### src/rtl/core_lsu_if.sv
// core_lsu_if: request, load-result and memory-port signals of the load/store unit.
// master = pipeline and memory side, slave = core_lsu.
interface core_lsu_if #(
  parameter int REG_W     = 8,
  parameter int CORE_ID_W = 4
);
  localparam int ADDR_W = CORE_ID_W + REG_W;

  logic              req_valid;
  logic [1:0]        req_op;
  logic [REG_W-1:0]  req_base;
  logic [REG_W-1:0]  req_offset;
  logic [REG_W-1:0]  req_wdata;
  logic              req_ready;
  logic              ld_valid;
  logic [REG_W-1:0]  ld_data;
  logic              idle;
  logic [1:0]        enable_M;
  logic [ADDR_W-1:0] addr_M;
  logic [REG_W-1:0]  wr_data_M;
  logic [REG_W-1:0]  rd_data_M;
  logic              ready_M;

  modport master (
    output req_valid, req_op, req_base, req_offset, req_wdata, rd_data_M, ready_M,
    input  req_ready, ld_valid, ld_data, idle, enable_M, addr_M, wr_data_M
  );

  modport slave (
    input  req_valid, req_op, req_base, req_offset, req_wdata, rd_data_M, ready_M,
    output req_ready, ld_valid, ld_data, idle, enable_M, addr_M, wr_data_M
  );
endinterface

### src/rtl/core_lsu.sv
// core_lsu: load/store unit between the M stage and the shared memory port.
// Stores are posted into a circular store buffer and drained in order; loads
// go to memory unless forwarded from the buffer.
// Optional feature: define CORE_LSU_FWD_EN to build store-to-load forwarding.
// Without it, loads wait until the buffer is empty and always go to memory.
module core_lsu #(
  parameter int REG_W     = 8,
  parameter int CORE_ID_W = 4,
  parameter int SB_DEPTH  = 4
) (
  input logic       clk,
  input logic       reset,
  core_lsu_if.slave bus
);
  localparam int ADDR_W = CORE_ID_W + REG_W;
  localparam int PTR_W  = $clog2(SB_DEPTH);

  localparam logic [1:0] OP_LD   = 2'b01;
  localparam logic [1:0] OP_ST   = 2'b10;
  localparam logic [1:0] EN_NONE = 2'b00;
  localparam logic [1:0] EN_RD   = 2'b01;
  localparam logic [1:0] EN_WR   = 2'b10;

  typedef enum logic [1:0] {IDLE, LD_MEM, ST_DRAIN} state_t;

  state_t            state, next_state;
  logic [ADDR_W-1:0] sb_addr [SB_DEPTH];
  logic [REG_W-1:0]  sb_data [SB_DEPTH];
  logic [PTR_W-1:0]  wr_ptr, rd_ptr;
  logic [PTR_W:0]    count;

  logic [ADDR_W-1:0] req_addr;
  logic              sb_empty, sb_full, ld_ok;
  logic              ld_acc, st_push, sb_pop;
  logic              fwd_hit;
  logic [REG_W-1:0]  fwd_data;

  logic [1:0]        enable_d;
  logic [ADDR_W-1:0] addr_d;
  logic [REG_W-1:0]  wr_data_d;
  logic              ld_valid_d;
  logic [REG_W-1:0]  ld_data_d;

  assign req_addr = {bus.req_base[CORE_ID_W-1:0], bus.req_offset};
  assign sb_empty = (count == '0);
  assign sb_full  = (count == (PTR_W+1)'(SB_DEPTH));

`ifdef CORE_LSU_FWD_EN
  assign ld_ok = (state == IDLE);
`else
  assign ld_ok = (state == IDLE) && sb_empty;
`endif

  assign ld_acc   = bus.req_valid && (bus.req_op == OP_LD) && ld_ok;
  assign st_push  = bus.req_valid && (bus.req_op == OP_ST) && !sb_full;
  assign sb_pop   = (state == ST_DRAIN) && bus.ready_M;
  assign bus.idle = sb_empty && (state == IDLE);

  // Accept rules per opcode; unknown opcodes are always taken and dropped.
  always_comb begin
    // NOTE: every signal written in always_comb gets a default first, so no path can infer a latch.
    bus.req_ready = 1'b1;
    unique case (bus.req_op)
      OP_LD:   bus.req_ready = ld_ok;
      OP_ST:   bus.req_ready = !sb_full;
      default: bus.req_ready = 1'b1;
    endcase
  end

`ifdef CORE_LSU_FWD_EN
  // Scan live entries oldest to youngest so the youngest matching store wins.
  always_comb begin
    logic [PTR_W-1:0] idx;
    idx      = '0;
    fwd_hit  = 1'b0;
    fwd_data = '0;
    for (int i = 0; i < SB_DEPTH; i++) begin
      idx = rd_ptr + PTR_W'(i);
      if (((PTR_W+1)'(i) < count) && (sb_addr[idx] == req_addr)) begin
        fwd_hit  = 1'b1;
        fwd_data = sb_data[idx];
      end
    end
  end
`else
  assign fwd_hit  = 1'b0;
  assign fwd_data = '0;
`endif

  // State register.
  always_ff @(posedge clk) begin
    // NOTE: sequential state uses non-blocking assignments so every flop samples pre-edge values.
    if (!reset) state <= IDLE;
    else        state <= next_state;
  end

  // Next state: a missing load in IDLE beats a pending drain.
  always_comb begin
    next_state = state;
    unique case (state)
      IDLE: begin
        if (ld_acc && !fwd_hit) next_state = LD_MEM;
        else if (!ld_acc && !sb_empty) next_state = ST_DRAIN;
      end
      LD_MEM:   if (bus.ready_M) next_state = IDLE;
      ST_DRAIN: if (bus.ready_M) next_state = IDLE;
      default:  next_state = IDLE;
    endcase
  end

  // Next values of the registered memory-port and load-result outputs.
  always_comb begin
    enable_d   = bus.enable_M;
    addr_d     = bus.addr_M;
    wr_data_d  = bus.wr_data_M;
    ld_valid_d = 1'b0;
    ld_data_d  = bus.ld_data;
    unique case (state)
      IDLE: begin
        if (ld_acc && fwd_hit) begin
          ld_valid_d = 1'b1;
          ld_data_d  = fwd_data;
        end else if (ld_acc) begin
          enable_d = EN_RD;
          addr_d   = req_addr;
        end else if (!sb_empty) begin
          enable_d  = EN_WR;
          addr_d    = sb_addr[rd_ptr];
          wr_data_d = sb_data[rd_ptr];
        end
      end
      LD_MEM: begin
        if (bus.ready_M) begin
          ld_valid_d = 1'b1;
          ld_data_d  = bus.rd_data_M;
          enable_d   = EN_NONE;
        end
      end
      ST_DRAIN: if (bus.ready_M) enable_d = EN_NONE;
      default: ;
    endcase
  end

  // Output registers and store-buffer pointers/occupancy.
  always_ff @(posedge clk) begin
    if (!reset) begin
      wr_ptr        <= '0;
      rd_ptr        <= '0;
      count         <= '0;
      bus.enable_M  <= EN_NONE;
      bus.addr_M    <= '0;
      bus.wr_data_M <= '0;
      bus.ld_valid  <= 1'b0;
      bus.ld_data   <= '0;
    end else begin
      if (st_push) wr_ptr <= wr_ptr + PTR_W'(1);
      if (sb_pop)  rd_ptr <= rd_ptr + PTR_W'(1);
      unique case ({st_push, sb_pop})
        2'b10:   count <= count + (PTR_W+1)'(1);
        2'b01:   count <= count - (PTR_W+1)'(1);
        default: count <= count;
      endcase
      bus.enable_M  <= enable_d;
      bus.addr_M    <= addr_d;
      bus.wr_data_M <= wr_data_d;
      bus.ld_valid  <= ld_valid_d;
      bus.ld_data   <= ld_data_d;
    end
  end

  // Store-buffer storage.
  always_ff @(posedge clk) begin
    // NOTE: the entry array is not reset; only entries between rd_ptr and count are ever read.
    if (st_push) begin
      sb_addr[wr_ptr] <= req_addr;
      sb_data[wr_ptr] <= bus.req_wdata;
    end
  end
endmodule

### src/flat_wrapper.sv
// flat-port wrapper written by rule: the top's interface ports become plain ports
module core_lsu_flat 
#(
  parameter int REG_W     = 8,
  parameter int CORE_ID_W = 4,
  parameter int SB_DEPTH  = 4
)
  (clk, reset, bus_req_valid, bus_req_op, bus_req_base, bus_req_offset, bus_req_wdata, bus_rd_data_M, bus_ready_M, bus_req_ready, bus_ld_valid, bus_ld_data, bus_idle, bus_enable_M, bus_addr_M, bus_wr_data_M);
  core_lsu_if #(.REG_W(REG_W), .CORE_ID_W(CORE_ID_W)) bus_i ();
  input logic clk;
  input logic reset;
  input wire logic [$bits(bus_i.req_valid)-1:0] bus_req_valid;
  input wire logic [$bits(bus_i.req_op)-1:0] bus_req_op;
  input wire logic [$bits(bus_i.req_base)-1:0] bus_req_base;
  input wire logic [$bits(bus_i.req_offset)-1:0] bus_req_offset;
  input wire logic [$bits(bus_i.req_wdata)-1:0] bus_req_wdata;
  input wire logic [$bits(bus_i.rd_data_M)-1:0] bus_rd_data_M;
  input wire logic [$bits(bus_i.ready_M)-1:0] bus_ready_M;
  output wire logic [$bits(bus_i.req_ready)-1:0] bus_req_ready;
  output wire logic [$bits(bus_i.ld_valid)-1:0] bus_ld_valid;
  output wire logic [$bits(bus_i.ld_data)-1:0] bus_ld_data;
  output wire logic [$bits(bus_i.idle)-1:0] bus_idle;
  output wire logic [$bits(bus_i.enable_M)-1:0] bus_enable_M;
  output wire logic [$bits(bus_i.addr_M)-1:0] bus_addr_M;
  output wire logic [$bits(bus_i.wr_data_M)-1:0] bus_wr_data_M;
  assign bus_i.req_valid = bus_req_valid;
  assign bus_i.req_op = bus_req_op;
  assign bus_i.req_base = bus_req_base;
  assign bus_i.req_offset = bus_req_offset;
  assign bus_i.req_wdata = bus_req_wdata;
  assign bus_i.rd_data_M = bus_rd_data_M;
  assign bus_i.ready_M = bus_ready_M;
  assign bus_req_ready = bus_i.req_ready;
  assign bus_ld_valid = bus_i.ld_valid;
  assign bus_ld_data = bus_i.ld_data;
  assign bus_idle = bus_i.idle;
  assign bus_enable_M = bus_i.enable_M;
  assign bus_addr_M = bus_i.addr_M;
  assign bus_wr_data_M = bus_i.wr_data_M;
  core_lsu #(.REG_W(REG_W), .CORE_ID_W(CORE_ID_W), .SB_DEPTH(SB_DEPTH)) u_core (.clk(clk), .reset(reset), .bus(bus_i));
endmodule
### config.mk
export PLATFORM = sky130hd
export DESIGN_NAME = core_lsu_flat
export DESIGN_NICKNAME = d
export VERILOG_FILES = /design/src/rtl/core_lsu_if.sv /design/src/rtl/core_lsu.sv /design/src/flat_wrapper.sv
export SDC_FILE = /design/constraint.sdc
export NUM_CORES = 1
export LEC_CHECK = 0
export ABC_AREA = 1
export CAP_MARGIN = 0
export CORE_UTILIZATION = 25
export CTS_CLUSTER_DIAMETER = 60
export CTS_CLUSTER_SIZE = 30
export DETAILED_ROUTE_END_ITERATION = 8
export DONT_BUFFER_PORTS = 1
export HOLD_SLACK_MARGIN = 0.15
export PLACE_DENSITY = 0.48
export REMOVE_ABC_BUFFERS = 1
export SYNTH_ARGS = -nofsm -noshare
export SYNTH_HDL_FRONTEND = slang
export SYNTH_SLANG_ARGS = --single-unit
### constraint.sdc
create_clock -name clk -period 2.5 [get_ports clk]
set_clock_uncertainty 0.1 [all_clocks]
set_input_delay 0.25 -clock clk [delete_from_list [all_inputs] [get_ports clk]]
set_output_delay 0.25 -clock clk [all_outputs]
set_load 0.03 [all_outputs]
==> impl_metrics.env, run 1 <==
export IMPL_status="complete, no violations"
export IMPL_slew_headroom_pct=44.3
export IMPL_holdWs_ns=0.180
export IMPL_clock_path_buffers=2
export IMPL_path_clk_slew_ns=0.06
export IMPL_synth_enable_flop_cells=80
export IMPL_dpl_hpwl_mm=7.07
export IMPL_fin_crit_ns=2.12
export IMPL_period_share_pct=85.0
export IMPL_antenna_found_initial=1
export IMPL_finalHoldViolations=0
export IMPL_yosysMostFrequentCell="nand2_1"
export IMPL_fmax_mhz=471
export IMPL_avgSynthCellArea_um2=9.72
export IMPL_htreeDepth=4
export IMPL_io_pins=71
export IMPL_critPathLaunchType="register"
export IMPL_power_density_nw_per_um2=958
export IMPL_setup_viol=0
export IMPL_wl_per_cell_um=13.5
export IMPL_gp_congestion=0.726
export IMPL_vias=3538
export IMPL_yosysUniqueCellTypes=27
export IMPL_synth_top_area_share_pct=46.9
export IMPL_cts_root_buf="clkbuf_16"
export IMPL_irDropWorstVdd_uv=359
export IMPL_rr_worst_depth=10
export IMPL_cts_resized=0
export IMPL_fin_nets=620
export IMPL_worstPathRequired_ns=2.15
export IMPL_firstDrtPassIters=6
export IMPL_initial_utilization_pct=25.4
export IMPL_insertion_delay_ns=0.41
export IMPL_timing_rr_end="u_core.count[2]"
export IMPL_nFillCells=2094
export IMPL_synth_common_cells="nand2_1 (98), nor2_1 (83), edfxtp_1 (80)"
export IMPL_drt_iter0_drc=168
export IMPL_num_rows=52
export IMPL_route_detailed_drc=0
export IMPL_cts_buffers=17
export IMPL_ant_nets=0
export IMPL_power_leakage_uw=0.00250
export IMPL_grt_pass1_wl_mm=18.5
export IMPL_core_area_um2=20200
export IMPL_tightest_slew_ns=0.832
export IMPL_port_buffers=0
export IMPL_cts_tree="done"
export IMPL_syn2layout_area_growth_pct=24.4
export IMPL_cp_end_kind="output pin"
export IMPL_arrival_ns=1.77
export IMPL_die_area_um2=21100
export IMPL_postSynthCellCount=527
export IMPL_routed_wl_mm=11.5
export IMPL_ys_top_cells_by_area="edfxtp_1 (47%), dfxtp_1 (16%), nand2_1 (7.2%)"
export IMPL_yosysTopAreaCell="edfxtp_1"
export IMPL_hold_class="in -> reg"
export IMPL_crit_type="reg -> out"
export IMPL_hp_start="bus_req_valid"
export IMPL_grt_total_usage_pct=11.7
export IMPL_synth_seq_area_share_pct=63.3
export IMPL_synth_ff_type="edfxtp_1"
export IMPL_final_setup_tns_ns=0
export IMPL_maxCapViolCount=0
export IMPL_rrSetupSlack_ns=0.46
export IMPL_worstPathMaxFanout=3
export IMPL_grt_overflow_total=0
export IMPL_die_y_um=145
export IMPL_rsz0062_at_grt="false"
export IMPL_min_to="u_core.wr_ptr[1]"
export IMPL_grt_pass1_vias=3511
export IMPL_vias_per_cell=4.14
export IMPL_drive_gt1_share_pct=11.8
export IMPL_holdPathStages=3
export IMPL_cts_sinks=122
export IMPL_r2r_start="u_core.count[0]"
export IMPL_maxSlewViolCount=0
export IMPL_synth_seq_cells=122
export IMPL_syn_area_um2=5120
export IMPL_ys_warn_count=0
export IMPL_synthArstFlopShare_pct=0
export IMPL_die_w_um=145
export IMPL_grt_max_degree=49
## how the worst max path moves through the flow
stage / cells after the start / to / slack (ns) / from
after global placement: 10 / u_core.count[2] / 0.46 / u_core.count[0]
after global routing: 11 / u_core.count[2] / 0.16 / u_core.state[0]
after floorplan: 4 / u_core.sb_addr[0][0] / 0.40 / u_core.count[1]
final: 6 / bus_req_ready / 0.38 / u_core.state[1]
after detailed placement: 10 / u_core.count[2] / 0.49 / u_core.count[0]
after CTS: 6 / bus_req_ready / 0.33 / u_core.state[1]
## sequential cells by signal, indices dropped and copies added, names as in the netlist, named ones only
signal,flops
u_core.wr_ptr,2
u_core.bus.addr_M,12
u_core.state,2
u_core.rd_ptr,2
u_core.bus.enable_M,2
u_core.count,3
u_core.bus.ld_data,8
u_core.sb_addr,48
u_core.bus.wr_data_M,8
u_core.sb_data,32
u_core.bus.ld_valid,1
## cell families after synthesis
group,share of synthesized area (%)
adders and majority gates,3.08
xor gates and xnor gates,0.171
AOI/OAI and AO/OA,7.37
DFF,63.3
buffers and inverters,7.37
and+or+nand+nor,18.7
## placed cells by master, fill, tap and decap left out, types with 8 or more instances in the layout
cell type      netlist  final
a21oi_1             22     22
a31oi_1              8      8
buf_4                2     13
clkbuf_16            0     17
dfxtp_1             42     42
dlygate4sd3_1        0     30
edfxtp_1            80     80
ha_1                11     11
inv_1               71     71
nand2_1             98     98
nand3_1             27     27
nor2_1              83     79
o21ai_0             40     40
or2_2               13     13
## power by group
part           internal [uW]  switching [uW]  total [uW]
Clock                   1570             903        2470
Combinational            325             603         929
Sequential              2330             378        2700
## stage by stage
stage | instance area, um^2 | utilization, % | setup WS (ns) | std cells | total power, uW
after floorplan | 5020 | - | 0.398 | 508 | 3370
after CTS | 6370 | 31.6 | 0.329 | 853 | 6210
after global placement | 5470 | 27.1 | 0.459 | 791 | 3620
final | 6370 | 31.6 | 0.375 | 854 | 6110
after global routing | 6370 | 31.6 | 0.157 | 854 | 6450
after detailed placement | 5470 | 27.1 | 0.495 | 791 | 3640
## layer usage
metal | vias up | GRT usage [%] | share of wire [%]
li1 | 1791 | - | -
met1 | 1664 | 13.4 | 43
met2 | 65 | 19.6 | 49
met3 | 18 | 3.68 | 5.0
met4 | 0 | 5.79 | 2.2
met5 | - | 0 | 0
## critical path: stages (launching register included)
cell     delay, ns
dfxtp_1       0.33
inv_1         0.10
ha_1          0.20
inv_1         0.13
nor2_4        0.27
nand2_1       0.08
nand2_1       0.25
## final cells by class
type	count	area, um^2	share of cell area [%]
Clock buffer	18	429	6.73
Timing Repair Buffer	43	398	6.24
Sequential cell	122	3240	50.9
Multi-Input combinational cell	312	1510	23.7
Tap cell	270	338	5.30
Clock inverter	14	174	2.73
Antenna cell	1	2.50	0.0393
Inverter	74	278	4.36
## what timing repair did
action	in CTS	in global routing
buffers inserted	0	0
hold buffers	30	0
endpoints found under the hold margin	120	0
Power figures use the tool's default switching activity.
==> run 2: changes to the inputs <==
--- a/config.mk
+++ b/config.mk
@@ -5,7 +5,7 @@
 export SDC_FILE = /design/constraint.sdc
 export NUM_CORES = 1
 export LEC_CHECK = 0
-export ABC_AREA = 1
+export ABC_AREA = 0
 export CAP_MARGIN = 0
 export CORE_UTILIZATION = 25
 export CTS_CLUSTER_DIAMETER = 60
@@ -13,7 +13,7 @@
 export DETAILED_ROUTE_END_ITERATION = 8
 export DONT_BUFFER_PORTS = 1
 export HOLD_SLACK_MARGIN = 0.15
-export PLACE_DENSITY = 0.48
+export PLACE_DENSITY = 0.5
 export REMOVE_ABC_BUFFERS = 1
 export SYNTH_ARGS = -nofsm -noshare
 export SYNTH_HDL_FRONTEND = slang
==> constraint.sdc (replaced) <==
create_clock -name clk -period 1.9 [get_ports clk]
set_clock_uncertainty 0.1 [all_clocks]
set_input_delay 0.19 -clock clk [delete_from_list [all_inputs] [get_ports clk]]
set_output_delay 0.19 -clock clk [all_outputs]
set_load 0.03 [all_outputs]
==> run 2 against run 1 <==
The run now ends with negative setup slack left. Synthesized area down 6.3%. Clock power up 25%. Sequential power is 18% higher. Largest power group unchanged. Critical path type is now reg -> reg.
==> impl_metrics.env, run 2 <==
export IMPL_synth_top_area_share_pct=50.1
export IMPL_dp_cells=584
export IMPL_crit_top_cell="inv_2"
export IMPL_grt_total_usage_pct=12.4
export IMPL_layout_cells_most_common_list="edfxtp_1 (80), nand2_1 (53), dlygate4sd3_1 (44)"
export IMPL_largestRegisters="u_core.sb_addr (48), u_core.sb_data (32), u_core.bus.addr_M (12)"
export IMPL_crit_type="reg -> reg"
export IMPL_route_detailed_drc=0
export IMPL_antenna_found_initial=1
export IMPL_grt_pass1_wl_mm=17.7
export IMPL_ys_warn_count=0
export IMPL_vias=3071
export IMPL_hold_class="in -> reg"
export IMPL_crit_chain="inv_2 > ha_2 > and2_4 > ha_4 > inv_2 > fa_2 > xor2_1 > or3_1 > a21oi_2"
export IMPL_stdcell_area_um2=6430
export IMPL_ys_top_cells_by_area="edfxtp_1 (50%), dfxtp_1 (18%), mux4_2 (9.4%)"
export IMPL_rsz0062_at_grt="true"
export IMPL_cts_root_buf="clkbuf_16"
export IMPL_final_setup_tns_ns=-0.0485
export IMPL_cts_buffers=17
export IMPL_drt_iter0_drc=150
export IMPL_port_buffers=0
export IMPL_synth_enable_flop_cells=80
export IMPL_gr_max_usage_layer="met2"
export IMPL_synth_common_cells="edfxtp_1 (80), nand2_1 (53), dfxtp_1 (42)"
export IMPL_violations="negative setup slack"
export IMPL_clock_path_buffers=2
export IMPL_fin_crit_ns=1.95
export IMPL_yosysMostFrequentCell="edfxtp_1"
export IMPL_grt_max_degree=39
export IMPL_maxSlewViolCount=0
export IMPL_max_stage_delay_ns=0.33
export IMPL_grt_met3_usage_pct=4.21
export IMPL_cp_end_kind="register"
export IMPL_met1_usage_pct=13.7
export IMPL_finalWorstSetupSlack_ns=-0.0485
export IMPL_arrival_ns=2.19
export IMPL_initial_utilization_pct=25.6
export IMPL_hp_start="bus_req_op[0]"
export IMPL_setup_viol=1
export IMPL_synth_seq_cells=122
export IMPL_power_leakage_uw=0.00214
export IMPL_vias_per_cell=4.63
export IMPL_rrSetupSlack_ns=-0.05
export IMPL_finalPower_uw=7210
export IMPL_gp_congestion=0.741
export IMPL_die_y_um=141
export IMPL_drive_gt1_share_pct=23.5
export IMPL_cts_sinks=122
export IMPL_r2r_start="u_core.state[0]"
export IMPL_synth_ff_type="edfxtp_1"
export IMPL_wl_per_cell_um=17.5
export IMPL_num_rows=50
export IMPL_syn2layout_area_growth_pct=34.0
export IMPL_maxCapViolCount=0
export IMPL_path_clk_slew_ns=0.05
export IMPL_grt_pass1_vias=3159
export IMPL_dpl_hpwl_mm=6.81
export IMPL_min_to="u_core.bus.enable_M[0]"
export IMPL_core_area_um2=18800
export IMPL_power_density_nw_per_um2=1120
export IMPL_dpl_cell_area_um2=5320
export IMPL_tightest_slew_ns=0.648
export IMPL_holdPathStages=3
export IMPL_postSynthCellCount=337
export IMPL_syn_area_um2=4800
export IMPL_nFillCells=1845
export IMPL_grt_overflow_total=0
export IMPL_yosysUniqueCellTypes=39
export IMPL_ant_nets=0
export IMPL_htreeDepth=4
export IMPL_critPathLaunchType="register"
export IMPL_io_pins=71
export IMPL_largest_register="u_core.sb_addr"
export IMPL_avgSynthCellArea_um2=14.2
export IMPL_period_share_pct=103
export IMPL_die_area_um2=19800
export IMPL_routed_wl_mm=11.6
export IMPL_synthArstFlopShare_pct=0
export IMPL_rr_worst_depth=9
export IMPL_irDropWorstVdd_uv=706
export IMPL_finalHoldViolations=0
export IMPL_firstDrtPassIters=4
export IMPL_die_w_um=141
export IMPL_largest_reg_flops=48
export IMPL_slew_headroom_pct=56.8
export IMPL_final_common_cell="edfxtp_1"
export IMPL_cts_tree="done"
export IMPL_timing_rr_end="u_core.count[2]"
export IMPL_final_cell_count_no_fill=664
export IMPL_crit_buf_inv=2
export IMPL_synth_seq_area_share_pct=67.6
export IMPL_cp_top_family="adder cells"
export IMPL_yosysTopAreaCell="edfxtp_1"
export IMPL_worstPathMaxFanout=2
export IMPL_fmax_mhz=513
export IMPL_worstPathRequired_ns=2.14
export IMPL_use_met2_pct=21.7
export IMPL_status="complete, but fails checks"
export IMPL_crit_slowest_cell="fa_2"
export IMPL_insertion_delay_ns=0.41
export IMPL_fin_nets=467
==> run 2: worst max-delay path by stage <==
stage / startpoint / to / slack (ns) / depth (start not counted)
2_1_floorplan: u_core.count[2] / u_core.count[2] / -0.27 / 9
3_3_place_gp: u_core.count[2] / u_core.count[2] / -0.12 / 9
3_5_place_dp: u_core.count[2] / u_core.count[2] / -0.18 / 9
4_1_cts: u_core.state[0] / u_core.count[2] / -0.02 / 9
5_1_grt: u_core.count[0] / u_core.count[2] / -0.13 / 9
6_report: u_core.state[0] / u_core.count[2] / -0.05 / 9
==> run 2: layer usage <==
layer | vias to the layer above | share of wire [%]
met5 | - | 0
met4 | 0 | 1.2
met3 | 9 | 6.6
met2 | 82 | 53
met1 | 1551 | 40
li1 | 1429 | -
==> run 2: report_power, final <==
group          total, uW  internal, uW  switching, uW
Clock               3090          1980           1110
Sequential          3190          2950            243
Combinational        927           444            483
==> run 2: kinds of logic after synthesis <==
| group | count (synthesis) | share of synthesized area, % |
|---|---|---|
| DFF | 122 | 67.6 |
| adders and majority gates | 12 | 3.29 |
| xor gates and xnor gates | 4 | 0.730 |
| and+or+nand+nor | 102 | 9.80 |
| AOI/OAI and AO/OA | 46 | 6.21 |
| muxes | 21 | 9.60 |
| buffers and inverters | 30 | 2.79 |
==> run 2: cell type report <==
type / instances / area [um^2] / area share (%)
clock buffers: 23 / 468 / 7.28
multi-input cells: 186 / 1510 / 23.4
clock inverters: 8 / 96.3 / 1.50
repair buffers: 79 / 773 / 12.0
flip-flops and latches: 122 / 3250 / 50.5
inverters: 11 / 43.8 / 0.681
well taps: 234 / 293 / 4.55
diodes: 1 / 2.50 / 0.0389
==> run 2: metrics by stage <==
step / setup WS, ns / utilization, % / hold WS, ns
floorplan: -0.274 / - / 0.189
global placement: -0.119 / 28.3 / 0.189
detailed placement: -0.177 / 28.3 / 0.189
CTS: -0.0236 / 34.1 / -0.0238
global route: -0.132 / 34.3 / 0.160
finish: -0.0485 / 34.3 / 0.158
==> run 2: what timing repair did <==
action | CTS | global route
pin swaps | 6 | 2
endpoints found under the hold margin | 113 | 11
gates resized for setup | 15 | 6
setup endpoints to repair | 15 | 9
hold buffers | 43 | 1
buffers inserted | 3 | 0
cloned | 1 | 0
==> run 2: worst reg2reg max path: stages, from the launching register on <==
cell and delay, ns:
dfxtp_2 0.32, inv_2 0.05, ha_2 0.17, and2_4 0.16
ha_4 0.14, inv_2 0.03, fa_2 0.33, xor2_1 0.15
or3_1 0.32, a21oi_2 0.11
